[config.mk]
export PLATFORM = sky130hd
export DESIGN_NAME = compat_fir_40mhz
export DESIGN_NICKNAME = d
export VERILOG_FILES = /design/src/rtl/compat_pkg.sv /design/src/rtl/compat_fir_chan.sv /design/src/rtl/compat_fir_40mhz.sv
export SDC_FILE = /design/constraint.sdc
export NUM_CORES = 2
export LEC_CHECK = 0
export CORE_AREA = 2 2 555 557
export DETAILED_ROUTE_END_ITERATION = 8
export DIE_AREA = 0 0 557 559
export GPL_TIMING_DRIVEN = 0
export PLACE_DENSITY = 0.57
export SYNTH_ARGS = -nofsm -noshare
export SYNTH_HDL_FRONTEND = slang
export SYNTH_SLANG_ARGS = --single-unit
[constraint.sdc]
create_clock -name CLK120 -period 3.9 [get_ports CLK120]
set_input_delay 0.585 -clock CLK120 [delete_from_list [all_inputs] [get_ports CLK120]]
set_output_delay 0.585 -clock CLK120 [all_outputs]
set_load 0.03 [all_outputs]
[src/rtl/compat_pkg.sv]
// compat_pkg: shared constants, coefficient table and phase helper for the
// 40 MHz compatibility-trigger front end (FIR + decimation by 3).
package compat_pkg;

    localparam int CMP_ADC_WIDTH  = 12;
    localparam int CMP_NTAPS      = 21;
    localparam int CMP_COEF_WIDTH = 12;
    localparam int CMP_COEF_SHIFT = 10;
    localparam int CMP_NCOEF      = (CMP_NTAPS + 1) / 2;

    // Half of the symmetric low-pass response, outer tap first, centre tap last.
    // Hamming-windowed sinc with cutoff at fs/6, so the 40 MHz output is not
    // aliased. Mirrored sum is exactly 2^CMP_COEF_SHIFT (unity DC gain).
    localparam logic signed [CMP_COEF_WIDTH-1:0] CMP_COEF [CMP_NCOEF] = '{
        -12'sd2,  12'sd0,   12'sd6,   12'sd11,  12'sd0,  -12'sd31,
        -12'sd48, 12'sd0,   12'sd129, 12'sd276, 12'sd342
    };

    // ENABLE40 phase values; the decimation registers load in PH_LOAD.
    typedef enum logic [1:0] {
        PH_0 = 2'd0,
        PH_1 = 2'd1,
        PH_2 = 2'd2
    } phase_e;

    localparam phase_e PH_LOAD = PH_2;

    // Next ENABLE40 phase: SYNC forces phase 0, otherwise count modulo 3.
    function automatic phase_e phase_next(input phase_e cur, input logic sync);
        phase_e nxt;
        if (sync) begin
            nxt = PH_0;
        end else begin
            case (cur)
                PH_0:    nxt = PH_1;
                PH_1:    nxt = PH_2;
                PH_2:    nxt = PH_0;
                default: nxt = PH_0;
            endcase
        end
        return nxt;
    endfunction

endpackage

[src/rtl/compat_fir_chan.sv]
// compat_fir_chan: one channel of the symmetric low-pass FIR.
// Stages: input delay line, pre-add, multiply, two adder-tree stages and
// round/saturate, giving 6 cycles from sample to output.
module compat_fir_chan
    import compat_pkg::*;
#(
    parameter int ADC_WIDTH  = CMP_ADC_WIDTH,
    parameter int NTAPS      = CMP_NTAPS,
    parameter int COEF_WIDTH = CMP_COEF_WIDTH,
    parameter int COEF_SHIFT = CMP_COEF_SHIFT
) (
    input  logic                 i_clk,
    input  logic                 i_rst_n,
    input  logic [ADC_WIDTH-1:0] i_sample,
    output logic [ADC_WIDTH-1:0] o_filt
);

    localparam int NPROD  = (NTAPS + 1) / 2;
    localparam int NPAIR  = NPROD - 1;
    localparam int SUM_W  = ADC_WIDTH + 1;
    localparam int PROD_W = SUM_W + 1 + COEF_WIDTH;
    localparam int ACC_W  = ADC_WIDTH + COEF_WIDTH + 5;
    localparam int GRP    = 4;
    localparam int NGRP   = (NPROD + GRP - 1) / GRP;

    localparam logic signed [ACC_W-1:0] ROUND_BIAS =
        {{(ACC_W-1){1'b0}}, 1'b1} << (COEF_SHIFT - 1);
    localparam logic signed [ACC_W-1:0] SAT_MAX =
        {{(ACC_W-ADC_WIDTH){1'b0}}, {ADC_WIDTH{1'b1}}};

    logic        [ADC_WIDTH-1:0] r_taps [NTAPS];
    logic        [SUM_W-1:0]     r_sum  [NPROD];
    logic signed [PROD_W-1:0]    w_opa  [NPROD];
    logic signed [PROD_W-1:0]    w_opc  [NPROD];
    logic signed [PROD_W-1:0]    r_prod [NPROD];
    logic signed [ACC_W-1:0]     w_part [NGRP];
    logic signed [ACC_W-1:0]     r_part [NGRP];
    logic signed [ACC_W-1:0]     w_total;
    logic signed [ACC_W-1:0]     r_acc;
    logic signed [ACC_W-1:0]     w_rounded;
    logic signed [ACC_W-1:0]     w_shifted;
    logic        [ADC_WIDTH-1:0] w_sat;
    logic        [ADC_WIDTH-1:0] r_filt;

    // Delay line: tap 0 is the input register, older samples move outward.
    always_ff @(posedge i_clk or negedge i_rst_n) begin
        if (!i_rst_n) begin
            for (int k = 0; k < NTAPS; k++) r_taps[k] <= '0;
        end else begin
            r_taps[0] <= i_sample;
            for (int k = 1; k < NTAPS; k++) r_taps[k] <= r_taps[k-1];
        end
    end

    // Pre-add mirrored taps (unsigned, one bit wider); centre tap passes alone.
    always_ff @(posedge i_clk or negedge i_rst_n) begin
        if (!i_rst_n) begin
            for (int k = 0; k < NPROD; k++) r_sum[k] <= '0;
        end else begin
            for (int k = 0; k < NPAIR; k++) begin
                r_sum[k] <= {1'b0, r_taps[k]} + {1'b0, r_taps[NTAPS-1-k]};
            end
            r_sum[NPAIR] <= {1'b0, r_taps[NPAIR]};
        end
    end

    // Multiplier operands sign-extended to the full product width.
    for (genvar g = 0; g < NPROD; g++) begin : g_mul_ops
        assign w_opa[g] = PROD_W'($signed({1'b0, r_sum[g]}));
        assign w_opc[g] = PROD_W'(CMP_COEF[g]);
    end

    // Multiply each pre-add sum by its signed coefficient.
    always_ff @(posedge i_clk or negedge i_rst_n) begin
        if (!i_rst_n) begin
            for (int k = 0; k < NPROD; k++) r_prod[k] <= '0;
        end else begin
            for (int k = 0; k < NPROD; k++) r_prod[k] <= w_opa[k] * w_opc[k];
        end
    end

    // First tree stage: sum products in groups of GRP.
    always_comb begin
        for (int g = 0; g < NGRP; g++) w_part[g] = '0;
        for (int k = 0; k < NPROD; k++) begin
            w_part[k/GRP] = w_part[k/GRP] + ACC_W'(r_prod[k]);
        end
    end

    // Register the group partial sums.
    always_ff @(posedge i_clk or negedge i_rst_n) begin
        if (!i_rst_n) begin
            for (int g = 0; g < NGRP; g++) r_part[g] <= '0;
        end else begin
            for (int g = 0; g < NGRP; g++) r_part[g] <= w_part[g];
        end
    end

    // Second tree stage: combine the partial sums.
    always_comb begin
        w_total = '0;
        for (int g = 0; g < NGRP; g++) w_total = w_total + r_part[g];
    end

    // Register the full accumulator.
    always_ff @(posedge i_clk or negedge i_rst_n) begin
        if (!i_rst_n) begin
            r_acc <= '0;
        end else begin
            r_acc <= w_total;
        end
    end

    assign w_rounded = r_acc + ROUND_BIAS;
    assign w_shifted = w_rounded >>> COEF_SHIFT;

    // Clamp to the unsigned ADC range so overshoot and undershoot never wrap.
    always_comb begin
        w_sat = '0;
        if (w_shifted[ACC_W-1]) begin
            w_sat = '0;
        end else if (w_shifted > SAT_MAX) begin
            w_sat = '1;
        end else begin
            w_sat = w_shifted[ADC_WIDTH-1:0];
        end
    end

    // Output register for the filtered sample.
    always_ff @(posedge i_clk or negedge i_rst_n) begin
        if (!i_rst_n) begin
            r_filt <= '0;
        end else begin
            r_filt <= w_sat;
        end
    end

    assign o_filt = r_filt;

endmodule

[src/rtl/compat_fir_40mhz.sv]
// compat_fir_40mhz: three FIR channels, the shared ENABLE40 phase counter and
// the decimation registers that hold one filtered sample per 40 MHz period.
module compat_fir_40mhz
    import compat_pkg::*;
#(
    parameter int ADC_WIDTH  = CMP_ADC_WIDTH,
    parameter int NTAPS      = CMP_NTAPS,
    parameter int COEF_WIDTH = CMP_COEF_WIDTH,
    parameter int COEF_SHIFT = CMP_COEF_SHIFT
) (
    input  logic                 CLK120,
    input  logic                 RESET_N,
    input  logic                 SYNC,
    input  logic [ADC_WIDTH-1:0] ADC0,
    input  logic [ADC_WIDTH-1:0] ADC1,
    input  logic [ADC_WIDTH-1:0] ADC2,
    output logic [ADC_WIDTH-1:0] FILT0,
    output logic [ADC_WIDTH-1:0] FILT1,
    output logic [ADC_WIDTH-1:0] FILT2,
    output logic [ADC_WIDTH-1:0] ADC0_40,
    output logic [ADC_WIDTH-1:0] ADC1_40,
    output logic [ADC_WIDTH-1:0] ADC2_40,
    output logic [1:0]           ENABLE40
);

    logic [ADC_WIDTH-1:0] w_adc    [3];
    logic [ADC_WIDTH-1:0] w_filt   [3];
    logic [ADC_WIDTH-1:0] r_adc40  [3];
    phase_e               r_phase;
    phase_e               w_phase_next;

    assign w_adc[0] = ADC0;
    assign w_adc[1] = ADC1;
    assign w_adc[2] = ADC2;

    for (genvar c = 0; c < 3; c++) begin : g_chan
        compat_fir_chan #(
            .ADC_WIDTH  (ADC_WIDTH),
            .NTAPS      (NTAPS),
            .COEF_WIDTH (COEF_WIDTH),
            .COEF_SHIFT (COEF_SHIFT)
        ) u_chan (
            .i_clk    (CLK120),
            .i_rst_n  (RESET_N),
            .i_sample (w_adc[c]),
            .o_filt   (w_filt[c])
        );
    end

    // Phase state register.
    always_ff @(posedge CLK120 or negedge RESET_N) begin
        if (!RESET_N) begin
            r_phase <= PH_0;
        end else begin
            r_phase <= w_phase_next;
        end
    end

    // Next phase: SYNC realigns to 0, otherwise advance modulo 3.
    always_comb begin
        w_phase_next = PH_0;
        w_phase_next = phase_next(r_phase, SYNC);
    end

    // Decimation: capture the filtered sample only at the end of phase 2,
    // so a period truncated by SYNC leaves the previous value held.
    always_ff @(posedge CLK120 or negedge RESET_N) begin
        if (!RESET_N) begin
            for (int c = 0; c < 3; c++) r_adc40[c] <= '0;
        end else if (r_phase == PH_LOAD) begin
            for (int c = 0; c < 3; c++) r_adc40[c] <= w_filt[c];
        end else begin
            for (int c = 0; c < 3; c++) r_adc40[c] <= r_adc40[c];
        end
    end

    assign FILT0    = w_filt[0];
    assign FILT1    = w_filt[1];
    assign FILT2    = w_filt[2];
    assign ADC0_40  = r_adc40[0];
    assign ADC1_40  = r_adc40[1];
    assign ADC2_40  = r_adc40[2];
    assign ENABLE40 = r_phase;

endmodule

==> parameters.txt <==
Parameter                              Value

Logic synthesis
  Synthesized flop and latch total    1835
  Most area-consuming cells after synthesis    sky130_fd_sc_hd__dfrtp_1, sky130_fd_sc_hd__ha_1, sky130_fd_sc_hd__fa_1
  Dominant register cell in the synthesized netlist    sky130_fd_sc_hd__dfrtp_1
  Number of warning messages in the yosys log    0
  Count of cell types in the netlist    71
  Top-count cell post-synth    sky130_fd_sc_hd__dfrtp_1
  Number of enable-type register cells in the synthesized netlist    0
  Synthesized area divided by synthesized cell count    between 10 and 15 µm²
  Fraction of post-synthesis cell area in the top cell type by area    approximately half
  Synthesized instance count    around 7600
  Fraction of the yosys area taken by sequential cells    50.2%
  Dominant cell type by area after synthesis    sky130_fd_sc_hd__dfrtp_1
  Synthesized cell area    91400 µm²
  Leading post-synthesis cells by instance count    sky130_fd_sc_hd__dfrtp_1, sky130_fd_sc_hd__ha_1, sky130_fd_sc_hd__inv_1, sky130_fd_sc_hd__xnor2_1, sky130_fd_sc_hd__a21oi_1
  Async SR Flop Fraction    100%
  Total nets after synthesis    roughly 9000

Detailed routing
  Wire length per cell    15.3 µm
  Number of vias per cell    ~4.4
  Number of DRC violations after detailed routing    0
  Pre-antenna DRT Iters    5
  Count of routing violations after the opening detailed-route iteration    2257
  Residual antenna-violating net count after detailed routing    0
  Overall via count from detail_route    54283
  Final wirelength    189 mm

Worst setup path
  Sort of element at the start of the critical path    flip-flop
  Data required time of the worst path    approximately 4.7 ns
  Crit path DAT    roughly 4.9 ns
  Worst Path Class, Setup    reg2reg
  Critical Path Fanout Max    4
  Crit end category    flip-flop

Die
  Number of I/O pins    ~110
  Initial Utilization    about 30%
  Core region area    between 300000 and 400000 µm²
  Die Wd    between 500 and 600 µm
  Site Rows    between 200 and 250
  Die outline height    around 560 µm
  Total Die Area    311000 µm²

Cells and area
  Ratio of cells with drive above 1 in the final layout    between 10 and 15%
  Final core utilization    between 30% and 40%
  Number of nets in the layout    9653
  Number of fill cells in the layout    about 29000
  Final cell count without fillers    around 12000
  Synthesis-to-layout area growth    18.4%

Timing
  Final worst path period share    107%
  RSZ-0062 raised after global routing    yes
  Hold Worst Slack    0.134 ns
  Relative slew margins    11.7%
  Worst Tran Pin Value    ~1.3 ns
  Post-route clock skew    0.0956 ns
  Final setup violation count    16
  Setup WS post-layout    -0.289 ns
  Final min period    between 4 and 5 ns
  Max Transition Viols Final    0
  Max Clock Freq    between 0.2 and 0.25 GHz
  Number of endpoints with negative hold slack in the final report    0

Placement
  Input/output buffers    112
  DP Cell Count    about 12000
  Detailed-placement wirelength estimate    141 mm
  Routability congestion estimate from global placement    between 0.8 and 0.9

CTS
  Clock network latency to the later pin of the worst-skew pair    0.91 ns
  Num Clock Sinks    1835
  Clock buffers created by TritonCTS    ~210
  Maximum buffer depth of the clock tree    4
  CTS clock-pin slew for the worst setup and hold paths    0.06 ns
  TritonCTS clock tree    done
  H-tree Lvls    4
  Root buf cell    sky130_fd_sc_hd__clkbuf_16

Status
  Run status    finished, violations left
  Violated checks    setup timing

GRT
  Via count of the first global-routing pass    about 57000
  Maximum number of pins on one net before global-route repair    roughly 190
  Antenna violations before repair    9
  Aggregate global routing overflow    0
  Tot GR Track Use    ~12%
  First-pass GRT wire length    slightly above 300 mm

Hold path
  Hold WC Path Type    in2reg

Run
  Number of max-capacitance violations reported    0
layer usage:
layer / wire [µm] / vias up / part of all wire (%) / track usage [%]
met4: 5280 / 0 / 2.8 / 3.61
met1: 88400 / 26613 / 47 / 16.6
met3: 5450 / 321 / 2.9 / 1.61
li1: - / 26742 / - / -
met5: 0 / - / 0 / 0
met2: 89900 / 607 / 48 / 20.5
stage by stage:
step / setup slack [ns] / cell area [µm²] / setup TNS [ns]
finish: -0.289 / 108000 / -2.10
global route: -0.418 / 108000 / -5.96
CTS: -0.340 / 107000 / -2.38
detailed placement: -1.02 / 98100 / -85.54
global placement: -88.12 / 97800 / -
floorplan: -0.0576 / 91500 / -0.146
repair_timing:
item	4_1_cts	5_1_grt
endpoints found under the setup margin	53	249
cloned	0	1
resized for setup	182	151
hold buffers	2	0
setup buffers	84	62
hold endpoints to repair	86	0
pin swaps	118	124
cells by family after synthesis:
family,share of synthesized area [%]
mux,0.467
simple gates,6.76
flops,50.2
xor+xnor,6.72
compound gates,8.95
buf+inv,3.64
fa+ha+maj,23.2
worst paths after layout:
path	from	to	slack (ns)	cells after the start
worst max-delay path	g_chan[0].u_chan.r_taps[111]	g_chan[0].u_chan.r_prod[20]	-0.29	14
worst min-delay path	ADC2[6]	g_chan[2].u_chan.r_taps[246]	0.13	1
worst max register to register	g_chan[0].u_chan.r_taps[111]	g_chan[0].u_chan.r_prod[20]	-0.29	14
worst min register to register	g_chan[1].u_chan.r_taps[140]	g_chan[1].u_chan.r_taps[128]	0.31	0
max in group asynchronous	RESET_N	g_chan[2].u_chan.r_taps[226]	0.60	6
min in group asynchronous	RESET_N	ADC0_40[4]	0.48	3
placed cells by master (no fill, tap or decap), types with 34 or more instances in the layout:
cell / count
sky130_fd_sc_hd__a21boi_0: 64
sky130_fd_sc_hd__clkdlybuf4s50_1: 111
sky130_fd_sc_hd__nand3_1: 96
sky130_fd_sc_hd__xnor2_1: 508
sky130_fd_sc_hd__clkbuf_8: 38
sky130_fd_sc_hd__nand2_1: 302
sky130_fd_sc_hd__nor4_1: 34
sky130_fd_sc_hd__ha_4: 51
sky130_fd_sc_hd__buf_4: 113
sky130_fd_sc_hd__dfrtp_1: 1811
sky130_fd_sc_hd__clkinv_2: 40
sky130_fd_sc_hd__ha_1: 1186
sky130_fd_sc_hd__o21bai_1: 86
sky130_fd_sc_hd__a21oi_1: 399
sky130_fd_sc_hd__o21a_1: 45
sky130_fd_sc_hd__mux2_2: 36
sky130_fd_sc_hd__o21ai_0: 268
sky130_fd_sc_hd__and3_1: 41
sky130_fd_sc_hd__clkbuf_1: 44
sky130_fd_sc_hd__fa_1: 272
sky130_fd_sc_hd__nand2b_1: 72
sky130_fd_sc_hd__nor2b_1: 75
sky130_fd_sc_hd__clkbuf_16: 211
sky130_fd_sc_hd__inv_1: 855
sky130_fd_sc_hd__xor2_1: 178
sky130_fd_sc_hd__a21o_1: 145
sky130_fd_sc_hd__a21oi_2: 37
sky130_fd_sc_hd__nor3_1: 134
sky130_fd_sc_hd__nor2_1: 404
critical path: stages, from the launching register on:
cell and delay [ns]:
sky130_fd_sc_hd__dfrtp_2 0.48, sky130_fd_sc_hd__ha_4 0.27, sky130_fd_sc_hd__fa_1 0.50, sky130_fd_sc_hd__inv_1 0.07, sky130_fd_sc_hd__fa_1 0.45, sky130_fd_sc_hd__fa_1 0.50
sky130_fd_sc_hd__inv_2 0.05, sky130_fd_sc_hd__ha_4 0.25, sky130_fd_sc_hd__a21oi_4 0.18, sky130_fd_sc_hd__nor2b_4 0.05, sky130_fd_sc_hd__o21a_1 0.18, sky130_fd_sc_hd__o31a_1 0.32
sky130_fd_sc_hd__or4_4 0.46, sky130_fd_sc_hd__a211o_1 0.28, sky130_fd_sc_hd__nand3_1 0.08
final cells by class:
class	count	area (µm²)	share of cell area, %
flip-flops and latches	1835	45900	42.5
clock buffers	277	5890	5.44
multi-input cells	4890	43800	40.5
diodes	5	12.5	0.0116
well taps	4100	5130	4.74
clock inverters	102	1440	1.33
plain buffers	17	65.1	0.0601
inverters	869	3260	3.01
repair buffers	266	2680	2.48
registers in the layout, summed over array words and instances, names as in the netlist:
register	flops
g_chan.u_chan.r_taps	756
ADC0_40	12
ADC1_40	12
ENABLE40	2
ADC2_40	12
g_chan.u_chan.r_part	222
g_chan.u_chan.r_prod	450
g_chan.u_chan.o_filt	36
g_chan.u_chan.r_sum	273
g_chan.u_chan.r_acc	60
Power is left out: the tool's default activity adds up to more than one toggle a clock period on the data nets, which glitch-free logic cannot reach.
